## config.mk

```make
export PLATFORM = sky130hd
export DESIGN_NAME = ercm8_v2_5_mult
export DESIGN_NICKNAME = d
export VERILOG_FILES = /design/src/rtl/ercm8_v2_5_mult.sv
export SDC_FILE = /design/constraint.sdc
export NUM_CORES = 1
export LEC_CHECK = 0
export BUFFER_PORTS_ARGS = -buffer_cell sky130_fd_sc_hd__buf_2
export CORE_ASPECT_RATIO = 1.5
export CORE_MARGIN = 5
export CORE_UTILIZATION = 41
export DETAILED_ROUTE_END_ITERATION = 7
export SETUP_SLACK_MARGIN = 0.2
export SLEW_MARGIN = 20
export SYNTH_ARGS = -nofsm -noshare
export SYNTH_HDL_FRONTEND = slang
export SYNTH_SLANG_ARGS = --single-unit
```

## constraint.sdc

```tcl
create_clock -name clk -period 5.55 [get_ports clk]
set_clock_uncertainty 0.15 [all_clocks]
set_input_delay 0.8325 -clock clk [delete_from_list [all_inputs] [get_ports clk]]
set_output_delay 0.8325 -clock clk [all_outputs]
set_load 0.01 [all_outputs]
```

## src/rtl/ercm8_v2_5_mult.sv

```systemverilog
// ercm8_v2_5_mult: configurable approximate 8x8 unsigned multiplier (ERCM V2.5).
// Two register stages: operands/mask are captured first, then the product.
// For every low-order column c (0..6) with mask[c]=1, the partial-product bits
// of that column are replaced by their OR before summation. The OR term sits
// alone in its column, so it never generates a carry, while carries arriving
// from lower exact columns are still added exactly. Columns 7..14 are always
// exact. The mask is a runtime input, so one netlist covers every mask value.
module ercm8_v2_5_mult (
    input  logic        clk,
    input  logic        rst_n,
    input  logic [7:0]  dat_in_a,
    input  logic [7:0]  dat_in_b,
    input  logic [6:0]  mask,
    output logic [15:0] dat_o
);

    logic [7:0]  a_q;
    logic [7:0]  b_q;
    logic [6:0]  mask_q;

    logic [7:0]  pp [8];     // pp[i][j] = a[i] & b[j], column i+j
    logic [6:0]  col_or;     // OR of every bit in column c, c = 0..6
    logic [15:0] row [8];    // row i = pp[i] shifted to weight 2^i, after masking
    logic [15:0] prod;

    // Stage 1: capture operands and mask every cycle
    // NOTE: registers use non-blocking assignments so every flop samples the pre-edge values.
    always_ff @(posedge clk or negedge rst_n) begin
        if (!rst_n) begin
            a_q    <= '0;
            b_q    <= '0;
            mask_q <= '0;
        end else begin
            a_q    <= dat_in_a;
            b_q    <= dat_in_b;
            mask_q <= mask;
        end
    end

    // Partial products and the OR of each maskable column
    // NOTE: every combinational output gets a default before the loops, so no latch is inferred.
    always_comb begin
        col_or = '0;
        for (int i = 0; i < 8; i++) begin
            pp[i] = b_q & {8{a_q[i]}};
        end
        for (int c = 0; c < 7; c++) begin
            for (int i = 0; i <= c; i++) begin
                col_or[c] = col_or[c] | pp[i][3'(c - i)];
            end
        end
    end

    // Align rows; an approximate column keeps only its OR term, placed in row 0
    always_comb begin
        for (int i = 0; i < 8; i++) begin
            row[i] = 16'(pp[i]) << i;
        end
        for (int c = 0; c < 7; c++) begin
            if (mask_q[c]) begin
                for (int i = 0; i <= c; i++) begin
                    row[i][4'(c)] = (i == 0) ? col_or[c] : 1'b0;
                end
            end
        end
    end

    // Reduce the rows; synthesis maps this sum onto a compressor tree plus final adder
    always_comb begin
        prod = '0;
        for (int i = 0; i < 8; i++) begin
            prod = prod + row[i];
        end
    end

    // Stage 2: register the product
    always_ff @(posedge clk or negedge rst_n) begin
        if (!rst_n) begin
            dat_o <= '0;
        end else begin
            dat_o <= prod;
        end
    end

endmodule

```

# Word-level counts from Yosys, hierarchy flattened

Cells that the tools add are included.

$add $sub $neg: 7
Mux-type cells: 27
Bitwise logic cells: 14

Operators with widths:

| operator                | number |
|---|---|
| AND 8 bit               | 8 |
| two-way mux 1 bit       | 27 |
| adder 15 x 15 -> 16 bit | 1 |
| adder 14 x 14 -> 15 bit | 1 |
| adder 13 x 13 -> 14 bit | 1 |
| adder 12 x 12 -> 13 bit | 1 |
| adder 11 x 11 -> 12 bit | 1 |
| adder 10 x 10 -> 11 bit | 1 |
| adder 8 x 9 -> 10 bit   | 1 |
| OR 1 bit                | 6 |

Flip-flop bits (word level): 39
Input port bits: 25
Output and inout port bits: 16

# Longest topological paths before layout

Gate-level depths: netlist of the first run.

Depth after elaboration: 12
Gate-level depth with buffers: 16

# Least setup slack after synthesis of the first run

OpenSTA, ideal clock, no wires.

Path type: reg2reg
Start point: reg b_q[2]
End point: reg dat_o[13]
Setup time: 0.128 ns
Arrival time: 3.949 ns
Required time: 5.272 ns
Path slack: 1.323 ns
Stages on the path, launching flop included: 16
Path buffers: 1
Clock period less this slack: 4.227 ns
Cell sequence: dfrtp_1 -> clkbuf_1 -> nand2_1 -> fa_1 -> inv_1 -> fa_1 -> fa_1 -> inv_1 -> fa_1 -> inv_1 -> ha_1 -> nand2_1 -> nand2_1 -> a211oi_1 -> a21oi_1 -> xor2_1

Cells in the longest elaborated chain, start to end: 12

Ends and longest elaborated chain:

| what                        | line | RTL |
|---|---|---|
| from (decl)                 | 18   | `logic [7:0] b_q;` |
| from (signal assigned)      | 35   | `b_q <= dat_in_b;` |
| AND 8 bit                   | 45   | `pp[i] = b_q & {8{a_q[i]}};` |
| OR 1 bit (3 in a row)       | 49   | `col_or[c] = col_or[c] \| pp[i][3'(c - i)];` |
| two-way mux 1 bit           | 60   | `if (mask_q[c]) begin` |
| adder 8 x 9 -> 10 bit       | 72   | `prod = prod + row[i];` |
| adder 10 x 10 -> 11 bit     | 72   |  |
| adder 11 x 11 -> 12 bit     | 72   |  |
| adder 12 x 12 -> 13 bit     | 72   |  |
| adder 13 x 13 -> 14 bit     | 72   |  |
| adder 14 x 14 -> 15 bit     | 72   |  |
| adder 15 x 15 -> 16 bit (*) | 72   |  |
| via prod[13]                | 24   | `logic [15:0] prod;` |
| to (signal assigned)        | 81   | `dat_o <= prod;` |
| to (decl)                   | 14   | `output logic [15:0] dat_o` |

The timed path passes the listed nets; every way through them passes the cells marked *.

# Worst setup path after layout of the first run

Ends and elaborated chain as after synthesis.

==> results of run 1 <==
[layer usage]
layer | routed length (um) | vias to the layer above
met5 | 0 | -
met3 | 192 | 6
met2 | 3160 | 38
met1 | 2060 | 994
met4 | 82 | 0
li1 | - | 926
[flip-flops by register name, indices dropped and copies added (netlist names)]
signal  cells
a_q         8
b_q         8
dat_o      16
mask_q      6
[metrics by stage]
| step | area, um^2 | total power (uW) | setup slack (ns) |
|---|---|---|---|
| 6_report | 3320 | 1130 | 1.12 |
| 3_5_place_dp | 3210 | 907 | 1.11 |
| 5_1_grt | 3320 | 1250 | 0.834 |
| 2_1_floorplan | 2940 | 766 | 1.32 |
| 3_3_place_gp | 3210 | 898 | 1.11 |
| 4_1_cts | 3320 | 1160 | 1.09 |
[layout make-up]
| type | instances | share of cell area, % |
|---|---|---|
| repair buffers | 39 | 5.88 |
| well taps | 78 | 2.94 |
| multi-input cells | 191 | 55.4 |
| clock inverters | 1 | 0.904 |
| inverters | 33 | 3.73 |
| clock buffers | 6 | 2.49 |
| flip-flops and latches | 38 | 28.6 |
[logic make-up (layout without fill, tap and decap cells)]
kind of cell / Yosys count / count (layout) / synth area share [%]
compound gates: 23 / 23 / 6.00
buf+inv: 40 / 79 / 5.10
simple gates: 89 / 89 / 14.5
flops: 38 / 38 / 32.3
fa+ha+maj: 69 / 69 / 39.0
xor+xnor: 10 / 10 / 2.98
[synth_stat cells (all sizes together)]
library cell  count
a22oi             1
a222oi            1
a211oi            1
a31oi             1
inv              33
o2111ai           1
nand2            34
xor2              4
ha               31
and3              1
fa               38
nand3             7
a22o              1
a21o              4
o21ai             2
clkbuf            7
o21a              1
a31o              1
and2b             1
and2             20
nand3b            5
a32o              1
a21oi             7
xnor2             6
and3b             1
dfrtp            38
o2bb2ai           1
nor2b             1
nor2             19
[path summary, 6_finish.rpt]
kind | startpoint | cells after the start | endpoint
min | rst_n | 1 | dat_o[11]
min reg2reg | mask_q[1] | 2 | dat_o[1]
max in group asynchronous | rst_n | 1 | a_q[1]
max reg2reg | b_q[2] | 14 | dat_o[13]
max | b_q[2] | 14 | dat_o[13]
min in group clk | mask[5] | 1 | mask_q[5]
[worst register-to-register path: cells and delay by family, from the launching register on]
family	cells	cell delay, ns
AND/OR/NAND/NOR	3	0.33
buffers and inverters	3	0.16
flip-flops	1	0.50
adder cells (fa/ha/maj)	5	2.48
AO/OA/AOI/OAI	2	0.54
XOR/XNOR	1	0.16
[power breakdown]
group	switching (uW)	total [uW]	leakage, uW	internal [uW]
registers	25.3	359	0.000448	334
clock network	99.1	243	0.0000573	144
logic	289	533	0.00123	243
==> results.md, run 1 <==
- Cell chosen for the clock root: sky130_fd_sc_hd__clkbuf_8
- Most utilized layer in the global route result: met2
- Antenna viol nets, final: 0
- Dominant cells by area after synthesis: sky130_fd_sc_hd__dfrtp_1 (32%), sky130_fd_sc_hd__fa_1 (26%), sky130_fd_sc_hd__ha_1 (13%)
- Smallest hold slack: 0.475 ns
- Critical Path Source Type: flip-flop
- Sinks on the clock net: 38
- Unique cell type count in the Yosys netlist: 31
- First-pass GRT wire length: just under 10 mm
- Worst slew margin relative to its limit: 45.5%
- Initial antenna violation count: 0
- Cell type group with the largest total delay on the critical path: adder cells
- Sum of routed wire length over all layers: ~5.5 mm
- Peak supply drop: 0.157 mV
- Count of buffers added by post-CTS timing repair for setup: 0
- Half-perimeter wire length after placement: 4.37 mm
- Proportion of synthesized chip area in sequential cells: between 30% and 40%
- Total placed cells including tap cells: 379
- Critical path data arrival time: ~4.5 ns
- Biggest area consumer among synthesized cells: sky130_fd_sc_hd__dfrtp_1
- Sequential Area: 951 um^2
- Number of buffers added by the clock tree synthesis step: 5
- Static Leakage: ~0.0017 uW
- Status: complete, no violations
- Antenna diodes: 0
- Crit path buf inv count: 3
- Number of nets produced by synthesis: 363
- Average size of a mapped cell: roughly 11 um^2
- Crit path largest cell delay: 0.55 ns
- TritonCTS clock tree: built
- Achievable Freq: ~230 MHz
- Post-DR wirelength/cell: 14.3 um
- Global route overflow: 0
- Aggregate negative setup slack: 0 ns
- Met2 Resource Use GR: 25.1%
- Critical path fanouts, max: 9
- WP data required: 5.57 ns
- Post-cts resize count: 0
- Type of the worst setup path: flip-flop to flip-flop
- Clock latency on the worst-skew pair: 0.29 ns
- Chain of cells forming the critical path: nand2_1 > fa_1 > inv_1 > fa_1 > fa_1 > inv_1 > fa_1 > inv_1 > ha_1 > nand2_1 > nand2_1 > a211oi_1 > a21oi_1 > xor2_1
- RSZ-0062 raised after global routing: no
- Total power density per cell area: around 340 mW/mm^2
- Max-slew violation count: 0
- Number of buffers inserted by port buffering: 39
- Syn Inst Count: 269
- Hold-fix buffer count after cts: 0
- Filler Cell Count: 670
- CP Capture Type: flip-flop
- Number of levels in the clock H-tree: 2
- Final Hold Violating Endpoints: 0
- Die ar.: about 0.009 mm^2
- Initial Util: 42.4%
- Standard-cell row count: 37
- Layout overhead on the synthesized area: 12.9%
- Global-route met3 utilization: 2.13%
- Max-Cap Viols: 0
- Commonest non-fill, non-tap cell in the layout: sky130_fd_sc_hd__buf_2
- Layout Utilization: 47.8%
- Min-delay worst type: input pin to asynchronous set/reset pin
- DRC viols: 0
- Count of state elements after synthesis: 38
- Total routing usage reported by global routing: between 10% and 20%
- Cell Area, Synth: 0.00294 mm^2
- Total via count in the routed design: 1964
- Final setup violation count: 0
- Chip Width: 79.2 um
- Placer Congestion: 0.849
- Met1 Usage GRT: 16.2%
- Minimum clock period: 4.43 ns
- Combined area of the multi-input logic cells: about 0.0018 mm^2
- Detailed Routing Iterations Pass 1: 4
- # IOs: 41
- Bufs on Longest Clock Path: 2
- Most repeated library cell on the critical path: sky130_fd_sc_hd__fa_1
- Standard cell core area: 0.00694 mm^2
- Fraction of the cycle the final worst path needs: between 70% and 80%
- Clock input transition at the sequential cells of the worst setup and hold paths: 0.08 ns
- Leading cell types in the layout, fill and taps excluded: sky130_fd_sc_hd__buf_2 (39), sky130_fd_sc_hd__fa_1 (38), sky130_fd_sc_hd__dfrtp_1 (38), sky130_fd_sc_hd__nand2_1 (34), sky130_fd_sc_hd__inv_1 (33)
- Die Y: 114 um
- Nets: 402
- Initial drt markers: 146
- Number of global-route vias before repair: 2076
- Proportion of netlist area held by the largest area contributor: 32.3%
- Final Instance Count excl. Fillers: 386
- Slowest stage cell on the critical path: sky130_fd_sc_hd__fa_1
- Transition at the pin with the smallest max-transition slack: between 0.8 and 0.9 ns
- Mean number of vias per cell: between 5 and 6
- Maximum number of pins on one net before global-route repair: 39
- Fraction of final layout cells with drive strength greater than 1: 16.6%
- Warnings, synthesis: 0
- R2r setup slk: 1.12 ns
Power figures use the tool's default switching activity.
==> run 2, diff against run 1 <==
--- a/config.mk
+++ b/config.mk
@@ -5,6 +5,7 @@
 export SDC_FILE = /design/constraint.sdc
 export NUM_CORES = 1
 export LEC_CHECK = 0
+export ABC_AREA = 1
 export BUFFER_PORTS_ARGS = -buffer_cell sky130_fd_sc_hd__buf_2
 export CORE_ASPECT_RATIO = 1.5
 export CORE_MARGIN = 5
==> constraint.sdc (replaced) <==
create_clock -name clk -period 4.07 [get_ports clk]
set_clock_uncertainty 0.15 [all_clocks]
set_input_delay 0.6105 -clock clk [delete_from_list [all_inputs] [get_ports clk]]
set_output_delay 0.6105 -clock clk [all_outputs]
set_load 0.01 [all_outputs]
==> run 2 against run 1 <==
Net effect: non-clock buffer count increased by 34; via count increased by 21%; sequential cell count unchanged; critical path type unchanged; global-route usage increased by 1.5 points; synthesized area increased by 4.8%; routed wire length increased by 18%; setup slack got worse by 0.77 ns; design area increased by 21%.
==> results.md, run 2 <==
- Initial Util: 42.4% (about the same)
- Critical path data arrival time: 3.76 ns (was 4.45 ns)
- Min-delay worst type: input pin to asynchronous set/reset pin (unchanged)
- Number of buffers inserted by port buffering: 39 (unchanged)
- Library cell with the highest instance count after synthesis: sky130_fd_sc_hd__nand2_1
- Hold-fix buffer count after cts: 0 (unchanged)
- Average size of a mapped cell: 9.07 um^2 (was 10.9 um^2)
- R2r setup slk: 0.34 ns (was 1.12 ns)
- Max-Cap Viols: 0 (unchanged)
- Syn Inst Count: 340 (was 269)
- Total routing usage reported by global routing: 15.2% (was 13.7%)
- Number of buffers added by the clock tree synthesis step: 5 (unchanged)
- Transition at the pin with the smallest max-transition slack: 0.815 ns (was 0.817 ns)
- Mean number of vias per cell: 4.63 (was 5.09)
- Bufs on Longest Clock Path: 2 (unchanged)
- Predominant post-synthesis flop cell: sky130_fd_sc_hd__dfrtp_1 (unchanged)
- Status: complete, no violations (unchanged)
- Standard cell core area: 0.00727 mm^2 (was 0.00694 mm^2)
- Layout overhead on the synthesized area: 29.8% (was 12.9%)
- Number of nets produced by synthesis: 434 (was 363)
- Antenna diodes: 0 (unchanged)
- Sinks on the clock net: 38 (unchanged)
- Dominant cells by area after synthesis: sky130_fd_sc_hd__dfrtp_1 (31%), sky130_fd_sc_hd__fa_1 (25%), sky130_fd_sc_hd__ha_1 (13%) (was sky130_fd_sc_hd__dfrtp_1 (32%), sky130_fd_sc_hd__fa_1 (26%), sky130_fd_sc_hd__ha_1 (13%))
- Chip Width: 80.8 um (was 79.2 um)
- Half-perimeter wire length after placement: 5.25 mm (was 4.37 mm)
- Final Instance Count excl. Fillers: 514 (was 386)
- Critical R2R Launch: mask_q[6] (was b_q[2])
- Final setup violation count: 0 (unchanged)
- Cell chosen for the clock root: sky130_fd_sc_hd__clkbuf_8 (unchanged)
- Aggregate negative setup slack: 0 ns (unchanged)
- Critical Path Source Type: flip-flop (unchanged)
- Peak supply drop: 0.278 mV (was 0.157 mV)
- Cell Area, Synth: 0.00308 mm^2 (was 0.00294 mm^2)
- Total power density per cell area: 493 mW/mm^2 (was 342 mW/mm^2)
- Max-slew violation count: 0 (unchanged)
- Total placed cells including tap cells: 493 (was 379)
- First-pass GRT wire length: 10.8 mm (was 9.65 mm)
- Achievable Freq: 268 MHz (was 226 MHz)
- Filler Cell Count: 667 (was 670)
- Die Y: 116 um (was 114 um)
- Unique cell type count in the Yosys netlist: 22 (was 31)
- Static Leakage: 0.00225 uW (was 0.00174 uW)
- Combined area of the multi-input logic cells: 0.00202 mm^2 (was 0.00184 mm^2)
- Standard-cell row count: 38 (was 37)
- Clock latency on the worst-skew pair: 0.30 ns (was 0.29 ns)
- Total via count in the routed design: 2378 (was 1964)
- Detailed Routing Iterations Pass 1: 4 (unchanged)
- Design Area, Final: 0.00400 mm^2 (was 0.00332 mm^2)
- Regs by FF count: dat_o x16, a_q x8, b_q x8 (unchanged)
- Fraction of the cycle the final worst path needs: 91.6% (was 79.9%)
- Number of enable flip-flop cells after synthesis: 0 (unchanged)
- Most used standard cells in the synthesized netlist: sky130_fd_sc_hd__nand2_1 (85), sky130_fd_sc_hd__inv_1 (78), sky130_fd_sc_hd__dfrtp_1 (38), sky130_fd_sc_hd__fa_1 (38), sky130_fd_sc_hd__ha_1 (31) (was sky130_fd_sc_hd__dfrtp_1 (38), sky130_fd_sc_hd__fa_1 (38), sky130_fd_sc_hd__nand2_1 (34), sky130_fd_sc_hd__inv_1 (33), sky130_fd_sc_hd__ha_1 (31))
- Critical path fanouts, max: 4 (was 9)
- Sum of routed wire length over all layers: 6.47 mm (was 5.50 mm)
- Type of the worst setup path: flip-flop to flip-flop (unchanged)
- Largest register by flop count: dat_o (unchanged)
- Maximum number of pins on one net before global-route repair: 39 (unchanged)
- Smallest hold slack: 0.238 ns (was 0.475 ns)
- Initial drt markers: 169 (was 146)
- RSZ-0062 raised after global routing: yes (was no)
- Count of state elements after synthesis: 38 (unchanged)
- Post-Place Cell Area: 0.00353 mm^2 (was 0.00321 mm^2)
- Flip-flop count of the largest register after layout: 16 (unchanged)
- Final Hold Violating Endpoints: 0 (unchanged)
- Proportion of synthesized chip area in sequential cells: 30.8% (was 32.3%)
- Fraction of final layout cells with drive strength greater than 1: 33.3% (was 16.6%)
- WP data required: 4.10 ns (was 5.57 ns)
- Die ar.: 0.00939 mm^2 (was 0.00900 mm^2)
- Proportion of netlist area held by the largest area contributor: 30.8% (was 32.3%)
- Initial antenna violation count: 0 (unchanged)
- Overall power: 1970 uW (was 1130 uW)
- Worst slew margin relative to its limit: 45.6% (was 45.5%)
- CP Capture Type: flip-flop (unchanged)
- Clock input transition at the sequential cells of the worst setup and hold paths: 0.07 ns (was 0.08 ns)
- Biggest area consumer among synthesized cells: sky130_fd_sc_hd__dfrtp_1 (unchanged)
- # IOs: 41 (unchanged)
- Sequential Area: 962 um^2 (was 951 um^2)
- Global route overflow: 0 (unchanged)
- Cell count of the worst reg-to-reg path: 11 (was 14)
- Leading cell types in the layout, fill and taps excluded: sky130_fd_sc_hd__nand2_1 (77), sky130_fd_sc_hd__inv_1 (69), sky130_fd_sc_hd__buf_2 (39), sky130_fd_sc_hd__fa_1 (34), sky130_fd_sc_hd__buf_4 (31) (was sky130_fd_sc_hd__buf_2 (39), sky130_fd_sc_hd__fa_1 (38), sky130_fd_sc_hd__dfrtp_1 (38), sky130_fd_sc_hd__nand2_1 (34), sky130_fd_sc_hd__inv_1 (33))
- Number of global-route vias before repair: 2456 (was 2076)
- Placer Congestion: 0.844 (was 0.849)
- TritonCTS clock tree: built (unchanged)
- Endpoint of the worst register-to-register path: dat_o[7] (was dat_o[13])
- DRC viols: 0 (unchanged)
- Commonest non-fill, non-tap cell in the layout: sky130_fd_sc_hd__nand2_1 (was sky130_fd_sc_hd__buf_2)
- Nets: 507 (was 402)
- Number of levels in the clock H-tree: 2 (unchanged)
- Post-synthesis async set-or-reset flop share: 100% (unchanged)
- Antenna viol nets, final: 0 (unchanged)
- Post-DR wirelength/cell: 12.6 um (was 14.3 um)
- Warnings, synthesis: 0 (unchanged)
- Minimum clock period: 3.73 ns (was 4.43 ns)
[run 2: changes by cell type after synthesis, moves of 2 or more]
cell and delta:
sky130_fd_sc_hd__nand2_1 +51, sky130_fd_sc_hd__inv_1 +45, sky130_fd_sc_hd__and2_1 -19, sky130_fd_sc_hd__nand3_1 +12, sky130_fd_sc_hd__nor3_1 +12, sky130_fd_sc_hd__nor2_1 -8, sky130_fd_sc_hd__nand3b_1 -5, sky130_fd_sc_hd__xnor2_1 -5
sky130_fd_sc_hd__a21o_1 -3, sky130_fd_sc_hd__a21oi_2 -3, sky130_fd_sc_hd__buf_2 +2, sky130_fd_sc_hd__clkbuf_1 -2, sky130_fd_sc_hd__nand4_1 +2
[run 2: kinds of logic (layout without fill, tap and decap cells)]
| group | count (synthesis) | count (layout) | synth area share, % |
|---|---|---|---|
| AO/OA/AOI/OAI | 11 | 11 | 2.15 |
| XOR/XNOR | 6 | 6 | 1.70 |
| adder cells (fa/ha/maj) | 69 | 69 | 37.2 |
| buffers and inverters | 85 | 159 | 10.4 |
| flip-flops | 38 | 38 | 30.8 |
| AND/OR/NAND/NOR | 131 | 131 | 17.6 |
[run 2: worst max path at each step]
| stage | from | to | slack, ns | cells past startpoint |
|---|---|---|---|---|
| 6_report | mask_q[6] | dat_o[7] | 0.34 | 11 |
| 5_1_grt | a_q[5] | dat_o[15] | 0.17 | 18 |
| 4_1_cts | b_q[5] | dat_o[13] | 0.20 | 14 |
| 3_5_place_dp | a_q[3] | dat_o[13] | -0.05 | 14 |
| 3_3_place_gp | b_q[2] | dat_o[12] | 0.05 | 15 |
| 2_1_floorplan | b_q[6] | dat_o[12] | 0.21 | 16 |
[run 2: what timing repair did]
| item | CTS | global route |
|---|---|---|
| pin swaps | 6 | 29 |
| endpoints found under the setup margin | 8 | 9 |
| gates cloned | 0 | 0 |
| setup buffers | 6 | 7 |
| gates resized for setup | 24 | 39 |
[run 2: worst max-delay path, stage by stage (launching register included)]
cell and delay [ns]:
sky130_fd_sc_hd__dfrtp_2 0.45, sky130_fd_sc_hd__inv_1 0.12, sky130_fd_sc_hd__nand3_1 0.11, sky130_fd_sc_hd__fa_1 0.55
sky130_fd_sc_hd__inv_1 0.05, sky130_fd_sc_hd__fa_1 0.47, sky130_fd_sc_hd__fa_2 0.57, sky130_fd_sc_hd__ha_1 0.27
sky130_fd_sc_hd__fa_2 0.46, sky130_fd_sc_hd__buf_4 0.15, sky130_fd_sc_hd__buf_4 0.12, sky130_fd_sc_hd__xor2_1 0.13
[run 2: metrics by stage]
| stage | setup slack (ns) | util [%] |
|---|---|---|
| finish | 0.344 | 55.0 |
| global route | 0.169 | 55.0 |
| CTS | 0.199 | 52.5 |
| detailed placement | -0.0549 | 48.6 |
| global placement | 0.0509 | 48.6 |
| floorplan | 0.215 | - |
[run 2: cell type report]
class	instances	area share (%)
multi-input cells	217	50.4
flip-flops and latches	38	24.0
repair buffers	73	11.5
inverters	78	7.31
well taps	100	3.13
clock buffers	6	2.06
clock inverters	2	1.50
[run 2: power by group]
group          internal, uW  total [uW]  switching, uW
Sequential              457         481           24.6
Combinational           503        1100            595
Clock                   261         393            132
Total                  1220        1970            751
[run 2: routing by layer]
layer	GRT usage, %	part of all wire, %	vias to the layer above	wire, um
met5	0	0	-	0
met4	7.10	2.4	0	157
met3	2.85	3.5	13	224
met2	26.9	55	45	3580
met1	17.4	39	1151	2510
li1	-	-	1169	-
